### src/rtl/bus_packet_receiver_if.sv
// Bus-side and local-side signal bundle for bus_packet_receiver.
// slave = the receiver endpoint; master = the bus model / local consumer.
interface bus_packet_receiver_if;
  logic [3:0]  crc;
  logic        bus_in;
  logic        bus_out;
  logic        bus_oe;
  logic [63:0] rx_data;
  logic [3:0]  rx_src;
  logic        rx_valid;
  logic        rx_crc_err;
  logic        rx_frame_err;
  logic        busy;

  modport slave (
    input  crc, bus_in,
    output bus_out, bus_oe, rx_data, rx_src, rx_valid, rx_crc_err, rx_frame_err, busy
  );

  modport master (
    output crc, bus_in,
    input  bus_out, bus_oe, rx_data, rx_src, rx_valid, rx_crc_err, rx_frame_err, busy
  );
endinterface

### src/rtl/bus_packet_receiver.sv
// Single-wire bus receive/ack endpoint: deframes 80-bit packets, filters on dst,
// checks CRC, drives the ack. Define RX_CRC_CALC_EN to compute the CRC serially.
module bus_packet_receiver #(
  parameter logic [3:0]  NODE_ADDR = 4'd0,
  parameter int unsigned ACK_LEN   = 2,
  parameter int unsigned PKT_LEN   = 80
) (
  input logic                  clock,
  input logic                  reset,
  bus_packet_receiver_if.slave bus
);

  typedef enum logic [2:0] {
    WAIT_IDLE,
    IDLE,
    RECV,
    CHECK,
    ACK
  } state_t;

  state_t             state_q, state_d;
  logic [6:0]         cnt_q, cnt_d;
  logic [PKT_LEN-1:0] shreg_q, shreg_d;
  logic [3:0]         ack_cnt_q, ack_cnt_d;
  logic               bus_oe_q, bus_oe_d;
  logic               busy_q, busy_d;
  logic [63:0]        rx_data_q, rx_data_d;
  logic [3:0]         rx_src_q, rx_src_d;
  logic               rx_valid_q, rx_valid_d;
  logic               rx_crc_err_q, rx_crc_err_d;
  logic               rx_frame_err_q, rx_frame_err_d;

  logic frame_ok;
  logic addr_ok;
  logic crc_ok;

  // Bits shift in at the top, so after 80 shifts bit0 sits at index 0.
  assign frame_ok = shreg_q[79] & (shreg_q[10:9] == 2'b11) & ~shreg_q[0];
  assign addr_ok  = (shreg_q[8:5] == NODE_ADDR);

`ifdef RX_CRC_CALC_EN
  logic [3:0] rem_q, rem_d;
  logic       fb;

  always_comb begin
    rem_d = rem_q;
    fb    = rem_q[3] ^ bus.bus_in;
    if (state_q == IDLE) begin
      rem_d = '0;
    end else if (state_q == RECV && cnt_q >= 7'd11 && cnt_q <= 7'd74) begin
      rem_d = {rem_q[2:0], 1'b0} ^ (fb ? bus.crc : 4'h0);
    end
  end

  always_ff @(posedge clock or posedge reset) begin
    if (reset) begin
      rem_q <= '0;
    end else begin
      rem_q <= rem_d;
    end
  end

  assign crc_ok = (rem_q == shreg_q[78:75]);
`else
  assign crc_ok = (shreg_q[78:75] == bus.crc);
`endif

  always_comb begin
    state_d        = state_q;
    cnt_d          = cnt_q;
    shreg_d        = shreg_q;
    ack_cnt_d      = ack_cnt_q;
    bus_oe_d       = 1'b0;
    rx_data_d      = rx_data_q;
    rx_src_d       = rx_src_q;
    rx_valid_d     = 1'b0;
    rx_crc_err_d   = 1'b0;
    rx_frame_err_d = 1'b0;

    unique case (state_q)
      WAIT_IDLE: begin
        if (bus.bus_in) state_d = IDLE;
      end
      IDLE: begin
        if (!bus.bus_in) begin
          shreg_d = {bus.bus_in, shreg_q[PKT_LEN-1:1]};
          cnt_d   = 7'd1;
          state_d = RECV;
        end
      end
      RECV: begin
        shreg_d = {bus.bus_in, shreg_q[PKT_LEN-1:1]};
        cnt_d   = cnt_q + 7'd1;
        if (cnt_q == 7'(PKT_LEN - 1)) state_d = CHECK;
      end
      CHECK: begin
        if (!frame_ok) begin
          rx_frame_err_d = 1'b1;
          state_d        = WAIT_IDLE;
        end else if (!addr_ok) begin
          state_d = WAIT_IDLE;
        end else if (!crc_ok) begin
          rx_crc_err_d = 1'b1;
          state_d      = WAIT_IDLE;
        end else begin
          rx_data_d  = shreg_q[74:11];
          rx_src_d   = shreg_q[4:1];
          rx_valid_d = 1'b1;
          bus_oe_d   = 1'b1;
          ack_cnt_d  = '0;
          state_d    = ACK;
        end
      end
      ACK: begin
        if (ack_cnt_q == 4'(ACK_LEN - 1)) begin
          state_d = WAIT_IDLE;
        end else begin
          ack_cnt_d = ack_cnt_q + 4'd1;
          bus_oe_d  = 1'b1;
        end
      end
      default: state_d = WAIT_IDLE;
    endcase

    busy_d = (state_d != IDLE);
  end

  always_ff @(posedge clock or posedge reset) begin
    if (reset) begin
      state_q        <= WAIT_IDLE;
      cnt_q          <= '0;
      shreg_q        <= '0;
      ack_cnt_q      <= '0;
      bus_oe_q       <= 1'b0;
      busy_q         <= 1'b1;
      rx_data_q      <= '0;
      rx_src_q       <= '0;
      rx_valid_q     <= 1'b0;
      rx_crc_err_q   <= 1'b0;
      rx_frame_err_q <= 1'b0;
    end else begin
      state_q        <= state_d;
      cnt_q          <= cnt_d;
      shreg_q        <= shreg_d;
      ack_cnt_q      <= ack_cnt_d;
      bus_oe_q       <= bus_oe_d;
      busy_q         <= busy_d;
      rx_data_q      <= rx_data_d;
      rx_src_q       <= rx_src_d;
      rx_valid_q     <= rx_valid_d;
      rx_crc_err_q   <= rx_crc_err_d;
      rx_frame_err_q <= rx_frame_err_d;
    end
  end

  // The receiver only ever drives a high level; releasing is done through bus_oe.
  assign bus.bus_out      = 1'b1;
  assign bus.bus_oe       = bus_oe_q;
  assign bus.busy         = busy_q;
  assign bus.rx_data      = rx_data_q;
  assign bus.rx_src       = rx_src_q;
  assign bus.rx_valid     = rx_valid_q;
  assign bus.rx_crc_err   = rx_crc_err_q;
  assign bus.rx_frame_err = rx_frame_err_q;

endmodule

### src/flat_wrapper.sv
// flat-port wrapper written by rule: the top's interface ports become plain ports
module bus_packet_receiver_flat 
#(
  parameter logic [3:0]  NODE_ADDR = 4'd0,
  parameter int unsigned ACK_LEN   = 2,
  parameter int unsigned PKT_LEN   = 80
)
  (clock, reset, bus_crc, bus_bus_in, bus_bus_out, bus_bus_oe, bus_rx_data, bus_rx_src, bus_rx_valid, bus_rx_crc_err, bus_rx_frame_err, bus_busy);
  bus_packet_receiver_if bus_i ();
  input logic clock;
  input logic reset;
  input wire logic [$bits(bus_i.crc)-1:0] bus_crc;
  input wire logic [$bits(bus_i.bus_in)-1:0] bus_bus_in;
  output wire logic [$bits(bus_i.bus_out)-1:0] bus_bus_out;
  output wire logic [$bits(bus_i.bus_oe)-1:0] bus_bus_oe;
  output wire logic [$bits(bus_i.rx_data)-1:0] bus_rx_data;
  output wire logic [$bits(bus_i.rx_src)-1:0] bus_rx_src;
  output wire logic [$bits(bus_i.rx_valid)-1:0] bus_rx_valid;
  output wire logic [$bits(bus_i.rx_crc_err)-1:0] bus_rx_crc_err;
  output wire logic [$bits(bus_i.rx_frame_err)-1:0] bus_rx_frame_err;
  output wire logic [$bits(bus_i.busy)-1:0] bus_busy;
  assign bus_i.crc = bus_crc;
  assign bus_i.bus_in = bus_bus_in;
  assign bus_bus_out = bus_i.bus_out;
  assign bus_bus_oe = bus_i.bus_oe;
  assign bus_rx_data = bus_i.rx_data;
  assign bus_rx_src = bus_i.rx_src;
  assign bus_rx_valid = bus_i.rx_valid;
  assign bus_rx_crc_err = bus_i.rx_crc_err;
  assign bus_rx_frame_err = bus_i.rx_frame_err;
  assign bus_busy = bus_i.busy;
  bus_packet_receiver #(.NODE_ADDR(NODE_ADDR), .ACK_LEN(ACK_LEN), .PKT_LEN(PKT_LEN)) u_core (.clock(clock), .reset(reset), .bus(bus_i));
endmodule
### config.mk
export PLATFORM = sky130hd
export DESIGN_NAME = bus_packet_receiver_flat
export DESIGN_NICKNAME = d
export VERILOG_FILES = /design/src/rtl/bus_packet_receiver_if.sv /design/src/rtl/bus_packet_receiver.sv /design/src/flat_wrapper.sv
export SDC_FILE = /design/constraint.sdc
export NUM_CORES = 1
export LEC_CHECK = 0
export ABC_AREA = 1
export CAP_MARGIN = 10
export CORE_UTILIZATION = 50
export DETAILED_ROUTE_END_ITERATION = 8
export PLACE_DENSITY_LB_ADDON = 0.2
export SLEW_MARGIN = 10
export SYNTH_ARGS = -nofsm -noshare
export SYNTH_HDL_FRONTEND = slang
export SYNTH_SLANG_ARGS = --single-unit
### constraint.sdc
create_clock -name clock -period 5.5 [get_ports clock]
set_clock_uncertainty 0.1 [all_clocks]
set_input_delay 0.825 -clock clock [delete_from_list [all_inputs] [get_ports clock]]
set_output_delay 0.825 -clock clock [all_outputs]
set_load 0.005 [all_outputs]
# After elaboration in Yosys (flattened, before gate mapping)
# Index checks and enable logic that the tools add are counted.
dict set report classes {
  bitwise 3
  n_eq_ne 14
  n_reduce_logical 7
  mux 29
  addsub 2
}
# op count
set ops {}
lappend ops {{$pmux 80 s2} 1}
lappend ops {{$mux 80} 1}
lappend ops {{$mux 3} 7}
lappend ops {{$mux 4} 4}
lappend ops {{$pmux 3 s5} 1}
lappend ops {{$pmux 7 s2} 1}
lappend ops {{$mux 1} 11}
lappend ops {{$pmux 4 s2} 1}
lappend ops {{$add 7x1->7 const B} 1}
lappend ops {{$eq 7x7->1 const B} 1}
lappend ops {{$mux 7} 1}
lappend ops {{$eq 3x2->1 const B} 2}
lappend ops {{$ne 2x1->1 const B} 3}
lappend ops {{$reduce_and 5->1} 1}
lappend ops {{$add 4x1->4 const B} 1}
lappend ops {{$eq 4x1->1 const B} 1}
lappend ops {{$eq 4x4->1} 1}
lappend ops {{$logic_not 4->1} 1}
lappend ops {{$ne 2x2->1 const B} 2}
lappend ops {{$reduce_and 4->1} 1}
lappend ops {{$reduce_bool 2->1} 2}
lappend ops {{$eq 3x1->1 const B} 1}
lappend ops {{$eq 3x3->1 const B} 1}
lappend ops {{$logic_not 3->1} 1}
lappend ops {{other kinds (6)} 7}
dict set report totals {
  in_bits 7
  reg_bits 167
}

# Longest topological paths before layout
# Gate-level depths: netlist of run 1.
dict set report depth {
  depth_word 6
  ltp_mapped 11
  depth_no_buf 9
}

# Worst setup path after synthesis of run 1
# Ideal clock, no wire load.
dict set report synth_timing {
  kind {input-to-reg}
  startpoint {input port bus_crc[0]}
  endpoint {register u_core.rx_data_q[4], in the netlist u_core.bus.rx_data[4]}
  required_ps 5270
  path_stages 10
  slack_ps 3613
  setup_time_ps 130
  path_buffers 2
  arrival_time_ps 1657
  cell_sequence {inv_1 -> nand2_1 -> nand2_1 -> nand3_1 -> nor2_2 -> nand2_4 -> buf_6 -> buf_6 -> nand2_1 -> o21ai_1}
}
dict set report synth_via {
  elab_chain_cells 2
}
# item line
set synth_lines {}
lappend synth_lines {{start: declaration} flat_wrapper.sv:12} ;# input wire logic [$bits(bus_i.crc)-1:0] bus_crc;
lappend synth_lines {{$eq 4x4->1} bus_packet_receiver.sv:65} ;# assign crc_ok = (shreg_q[78:75] == bus.crc);
lappend synth_lines {{$reduce_and 4->1 (no line)} -}
lappend synth_lines {{end signal: assignment} bus_packet_receiver.sv:148} ;# rx_data_q <= rx_data_d;
lappend synth_lines {{end: declaration} bus_packet_receiver.sv:27} ;# logic [63:0] rx_data_q, rx_data_d;
# No other way between the ends.
# A chain may end at the register's enable or synchronous reset.

# Worst setup path in the final report of run 1
dict set report layout_timing {
  startpoint {input port bus_crc[0]}
  endpoint {register u_core.rx_data_q[35], in the netlist u_core.bus.rx_data[35]}
}
# The elaborated chain is that of the path after synthesis.

==> results of run 1 <==
-- cell usage after synthesis, drive strengths merged --
cell	n
nand3	15
o31ai	1
xnor2	1
buf	26
nor3	2
nand2	186
a22o	1
dfstp	1
a21oi	1
inv	104
nand4	3
o21ai	156
or2	1
dfrtp	166
ha	3
clkbuf	7
o21bai	2
conb	1
nor2	14
-- final cells by class --
cell class              instances  area (sq um)  share of cell area [%]
clock inverters                14           223                    2.74
repair buffers                 83           821                    10.1
flip-flops and latches        167          4180                    51.3
inverters                     104           395                    4.86
multi-input cells             387          1870                    22.9
clock buffers                  18           439                    5.39
well taps                     172           215                    2.64
-- tightest hold or removal path, stage by stage, from the launching register on --
cell and delay [ps]:
dfrtp_1 350, nand2_1 50, o21ai_0 60
-- routing by layer --
layer  part of all wire (%)  GRT usage, %  vias up
li1                       -             -     2302
met1                     46          24.4     2161
met2                     48          30.3       91
met3                    4.0          5.18       19
met4                    2.0          8.97        0
met5                      0             0        -
-- worst paths after layout --
path                       cells after the start                endpoint  slack (ps)
max in group asynchronous                      3  u_core.bus.rx_data[13]        3450
setup / recovery                              10  u_core.bus.rx_data[35]        2520
setup reg to reg                              10  u_core.bus.rx_data[35]        2950
hold reg to reg                                2      u_core.shreg_q[50]         380
hold / removal                                 2      u_core.shreg_q[50]         380
min in group asynchronous                      2  u_core.bus.rx_data[37]         790
-- cell families (layout without fill, tap and decap cells) --
logic type | Yosys count | count (layout) | synth area share [%]
AOI/OAI and AO/OA | 161 | 161 | 13.3
xor gates and xnor gates | 1 | 1 | 0.131
and+or+nand+nor | 221 | 221 | 13.9
DFF | 167 | 167 | 62.7
other | 1 | 1 | 0.0562
adders and majority gates | 3 | 3 | 0.563
buffers and inverters | 137 | 219 | 9.36
-- sequential cells by signal (all words and copies together) (netlist names) --
name	count
u_core.shreg_q	80
u_core.bus.rx_data	64
u_core.cnt_q	7
u_core.ack_cnt_q	4
u_core.bus.rx_src	4
u_core.state_q	3
u_core.bus.bus_oe	1
u_core.bus.busy	1
u_core.bus.rx_crc_err	1
u_core.bus.rx_frame_err	1
u_core.bus.rx_valid	1
-- layout by cell type, fill, tap and decap left out, types with 3 or more instances in the layout --
cell type	instances
o21ai_2	18
nand2_1	168
o21ai_0	88
buf_4	4
inv_2	6
bufinv_16	5
nor2_1	11
clkbuf_16	17
inv_1	97
dfrtp_1	166
nand4_1	3
clkinvlp_4	4
o21ai_1	50
ha_1	3
clkdlybuf4s50_1	79
nand3_1	14
nand2_2	16
-- report_power, final --
group	total, mW	internal, mW	switching, mW
combinational	0.369	0.0870	0.282
sequential	1.37	1.31	0.0609
clock	1.31	0.822	0.489
==> results.py, run 1 <==
metrics = {
    "timing": {
        "fmax_ghz": 0.336,
        "slew_violations": 0,
        "setup_ws_ps": 2520,
        "setup_tns_ps": 0,
        "worst_pin_slew_ps": 1100,
        "setup_violations": 0,
        "rsz0062_at_grt": "no",
        "holdWs_ps": 383,
        "slew_headroom_pct": 26.4,
        "period_share_pct": 54.1,
        "post-route-min-period_ps": 2980,
        "hold_violations": 0,
    },
    "clocking": {
        "cts.repair.resized": 0,
        "clkLatencyLatePin_ps": 420,
        "ctsHoldBuffers": 0,
        "post_cts_buffers": 0,
        "cts-buffers-inserted": 17,
        "clock_sinks": 167,
        "cts_max_level": 4,
        "clkSlewWorstSetupHoldPaths_ps": 70,
        "cts-root-buf": "clkbuf_16",
        "cts_buffer_depth": 2,
        "cts_tree": "yes",
    },
    "worst_setup_path": {
        "startpoint": "bus_crc[0]",
        "crit_family": "buffers and inverters",
        "required_ps": 5730,
        "arrival_ps": 3200,
        "crit_chain": "clkdlybuf4s50_1 -> inv_1 -> nand2_1 -> nand2_1 -> nand3_1 -> nor2_2 -> nand2_4 -> buf_4 -> nand2_1 -> o21ai_1",
        "critPathLaunchType": "primary input",
        "path_max_fanout": 99,
        "crit_buf_inv": 3,
        "endpoint_kind": "flip-flop",
        "critPathKind": "primary input to flip-flop",
        "critPathSlowestCell": "nand2_4",
        "reg2reg_from": "u_core.shreg_q[76]",
        "cpMostUsedCell": "nand2_1",
        "critPathMaxStageDelay_ps": 750,
    },
    "route": {
        "drtPass1Iterations": 5,
        "vias_per_cell": 4.84,
        "wl_per_cell_um": 12.8,
        "ant_nets": 0,
        "drt-initial-drc-count": 264,
        "drc_errors": 0,
        "finalWirelength_um": 12100,
        "via_count": 4573,
    },
    "yosys": {
        "ys_ff_latch": 167,
        "ys_types": 30,
        "syn-cell-area_sq_um": 6670,
        "yosysTopAreaCellShare_pct": 62.3,
        "syn_nets": 701,
        "synthCells": 691,
        "yosysTopAreaCell": "dfrtp_1",
        "synth_area_per_cell_sq_um": 9.65,
        "ys_seq_area_share_pct": 62.7,
        "netlist_top_cells_area": "dfrtp_1 62%, nand2_1 9.5%, o21ai_0 6.6%",
        "yosysWarnings": 0,
    },
    "finish": {
        "flow.area_growth_from_synthesis_pct": 22.1,
        "fin_util_pct": 63.5,
        "stdcell_area_sq_um": 8140,
        "num-nets-final": 770,
        "n_antenna_cell": 0,
        "instances_no_fill": 945,
        "fillers": 1069,
        "layout-drive-gt1-share_pct": 11.0,
    },
    "placement": {
        "io_buffer_count": 79,
        "pre_cts_ws_ps": 2050,
        "dp_hpwl_um": 7750,
        "place_inst": 913,
        "routabilityCongestion": 0.813,
        "dpl_cell_area_sq_um": 7480,
    },
    "floorplanning": {
        "start_util_pct": 52.0,
        "rows": 41,
        "num_io_pins": 81,
        "fp.coreArea_sq_um": 12800,
        "dieArea_sq_um": 13800,
        "die_x_um": 117,
        "die_height_um": 117,
    },
    "pwr": {
        "ir_worst_vdd_mv": 0.260,
        "leakagePower_nw": 3.61,
        "power_mw": 3.06,
        "power_density_nw_per_um2": 375,
    },
    "flow_run": {
        "drv_cap": 0,
    },
    "global_route": {
        "grt_overflow": 0,
        "first_global_vias": 4515,
        "grt_pass1_wl_um": 20800,
        "antenna_found_initial": 0,
        "grt_usage_pct": 19.1,
        "grt_start_max_net_pins": 107,
    },
    "min_path": {
        "hold_start": "u_core.shreg_q[51]",
        "min_path_type": "flip-flop to flip-flop",
    },
    "outcome": {
        "status": "finished, final reports clean",
    },
}
No activity file was read; power rests on OpenSTA's default activity.
==> run 2, diff against run 1 <==
--- a/config.mk
+++ b/config.mk
@@ -7,7 +7,7 @@
 export LEC_CHECK = 0
 export ABC_AREA = 1
 export CAP_MARGIN = 10
-export CORE_UTILIZATION = 50
+export CORE_UTILIZATION = 55
 export DETAILED_ROUTE_END_ITERATION = 8
 export PLACE_DENSITY_LB_ADDON = 0.2
 export SLEW_MARGIN = 10
==> constraint.sdc (replaced) <==
create_clock -name clock -period 2.8 [get_ports clock]
set_clock_uncertainty 0.1 [all_clocks]
set_input_delay 0.42 -clock clock [delete_from_list [all_inputs] [get_ports clock]]
set_output_delay 0.42 -clock clock [all_outputs]
set_load 0.005 [all_outputs]
==> results.py, run 2 (synthesis results as in run 1) <==
metrics = {
    "outcome": {
        "status": "finished, violations left",
        "violations": "DRC",
    },
    "placement": {
        "dp_hpwl_um": 8060,
        "routabilityCongestion": 0.822,
        "place_inst": 890,
        "io_buffer_count": 79,
    },
    "route": {
        "wl_met1_um": 5580,
        "ant_nets": 0,
        "wl_met2_um": 5890,
        "drt-initial-drc-count": 298,
        "drc_errors": 8,
        "via_count": 4609,
        "vias_per_cell": 5.00,
        "finalWirelength_um": 12100,
        "drtPass1Iterations": 8,
        "wl_per_cell_um": 13.1,
        "highest_layer": "met4",
        "route.met3.wl_um": 472,
    },
    "finish": {
        "register_area_sq_um": 4180,
        "largest_register_ffs": 80,
        "fillers": 889,
        "mostFrequentLayoutCell": "nand2_1",
        "layout-drive-gt1-share_pct": 11.4,
        "n_antenna_cell": 0,
        "flow.area_growth_from_synthesis_pct": 21.7,
        "num-nets-final": 776,
        "top_register": "u_core.shreg_q",
        "multi_input_area_sq_um": 1870,
        "final_cell_mix": "168 x nand2_1, 166 x dfrtp_1, 97 x inv_1",
        "instances_no_fill": 922,
        "fin_util_pct": 69.9,
    },
    "pwr": {
        "ir_worst_vdd_mv": 0.520,
        "power_density_nw_per_um2": 689,
        "power_mw": 5.59,
        "leakagePower_nw": 3.62,
    },
    "worst_setup_path": {
        "path_max_fanout": 92,
        "reg2reg_from": "u_core.shreg_q[77]",
        "ff2ff_path_depth": 10,
        "required_ps": 3040,
        "arrival_ps": 2260,
        "critPathKind": "primary input to flip-flop",
        "critPathLaunchType": "primary input",
        "endpoint_kind": "flip-flop",
        "rrSetupSlack_ps": 870,
        "startpoint": "bus_crc[0]",
        "r2r_end": "u_core.bus.rx_data[9]",
    },
    "clocking": {
        "cts_buffer_depth": 2,
        "clock_sinks": 167,
        "cts-buffers-inserted": 17,
        "clkLatencyLatePin_ps": 420,
        "clkSlewWorstSetupHoldPaths_ps": 60,
        "post_cts_buffers": 0,
        "cts_tree": "yes",
        "ctsHoldBuffers": 0,
        "cts-root-buf": "clkbuf_16",
        "cts_max_level": 4,
        "cts.repair.resized": 0,
    },
    "floorplanning": {
        "die_x_um": 112,
        "dieArea_sq_um": 12600,
        "start_util_pct": 57.4,
        "rows": 39,
        "die_height_um": 112,
        "fp.coreArea_sq_um": 11600,
        "num_io_pins": 81,
    },
    "timing": {
        "period_share_pct": 72.1,
        "post-route-min-period_ps": 2020,
        "holdWs_ps": 342,
        "setup_tns_ps": 0,
        "hold_violations": 0,
        "worst_pin_slew_ps": 663,
        "slew_headroom_pct": 55.7,
        "rsz0062_at_grt": "no",
        "fmax_ghz": 0.495,
        "setup_violations": 0,
        "slew_violations": 0,
    },
    "global_route": {
        "grt_usage_pct": 21.2,
        "grt_start_max_net_pins": 93,
        "antenna_found_initial": 0,
        "grt_overflow": 0,
        "grt_pass1_wl_um": 20800,
        "first_global_vias": 4522,
    },
    "flow_run": {
        "drv_cap": 0,
    },
    "min_path": {
        "min_path_type": "primary input to async pin",
    },
}
## run 2: layer usage
metal | up-vias | GRT usage, %
li1 | 2318 | -
met1 | 2188 | 27.1
met2 | 85 | 34.7
met3 | 18 | 6.48
met4 | 0 | 6.93
met5 | - | 0
## run 2: worst max-delay path, cell delays in order
cell             delay (ps)
clkdlybuf4s50_1         530
inv_1                    90
nand2_1                  90
nand2_1                  60
nand3_1                  70
nor2_2                   60
nand2_4                 300
buf_12                  360
nand2_1                 100
o21ai_1                  90
## run 2: area by class of cell
cell class | instances | share of cell area [%]
flip-flops and latches | 167 | 51.5
clock inverters | 9 | 0.617
multi-input cells | 387 | 23.0
repair buffers | 89 | 11.8
inverters | 104 | 4.86
well taps | 143 | 2.21
clock buffers | 23 | 6.01
## run 2: worst max-delay path by stage
stage          cells after the start                     end  slack (ps)
2_1_floorplan                      1     u_core.ack_cnt_q[0]         150
3_3_place_gp                      10  u_core.bus.rx_data[25]         490
3_5_place_dp                      10  u_core.bus.rx_data[36]         420
4_1_cts                           10  u_core.bus.rx_data[44]         800
5_1_grt                           10  u_core.bus.rx_data[44]         620
6_report                          10   u_core.bus.rx_data[9]         780
## run 2: metrics by stage
| stage | worst slack, ps | area, sq um |
|---|---|---|
| 3_5_place_dp | 423 | 7570 |
| 4_1_cts | 799 | 8110 |
| 5_1_grt | 625 | 8110 |
| 3_3_place_gp | 491 | 7570 |
| 6_report | 780 | 8110 |
| 2_1_floorplan | 154 | 6670 |
## run 2: power by group
part | internal (mW) | switching, mW
Combinational | 0.225 | 0.567
Sequential | 2.58 | 0.116
Clock | 1.22 | 0.886
Total | 4.02 | 1.57
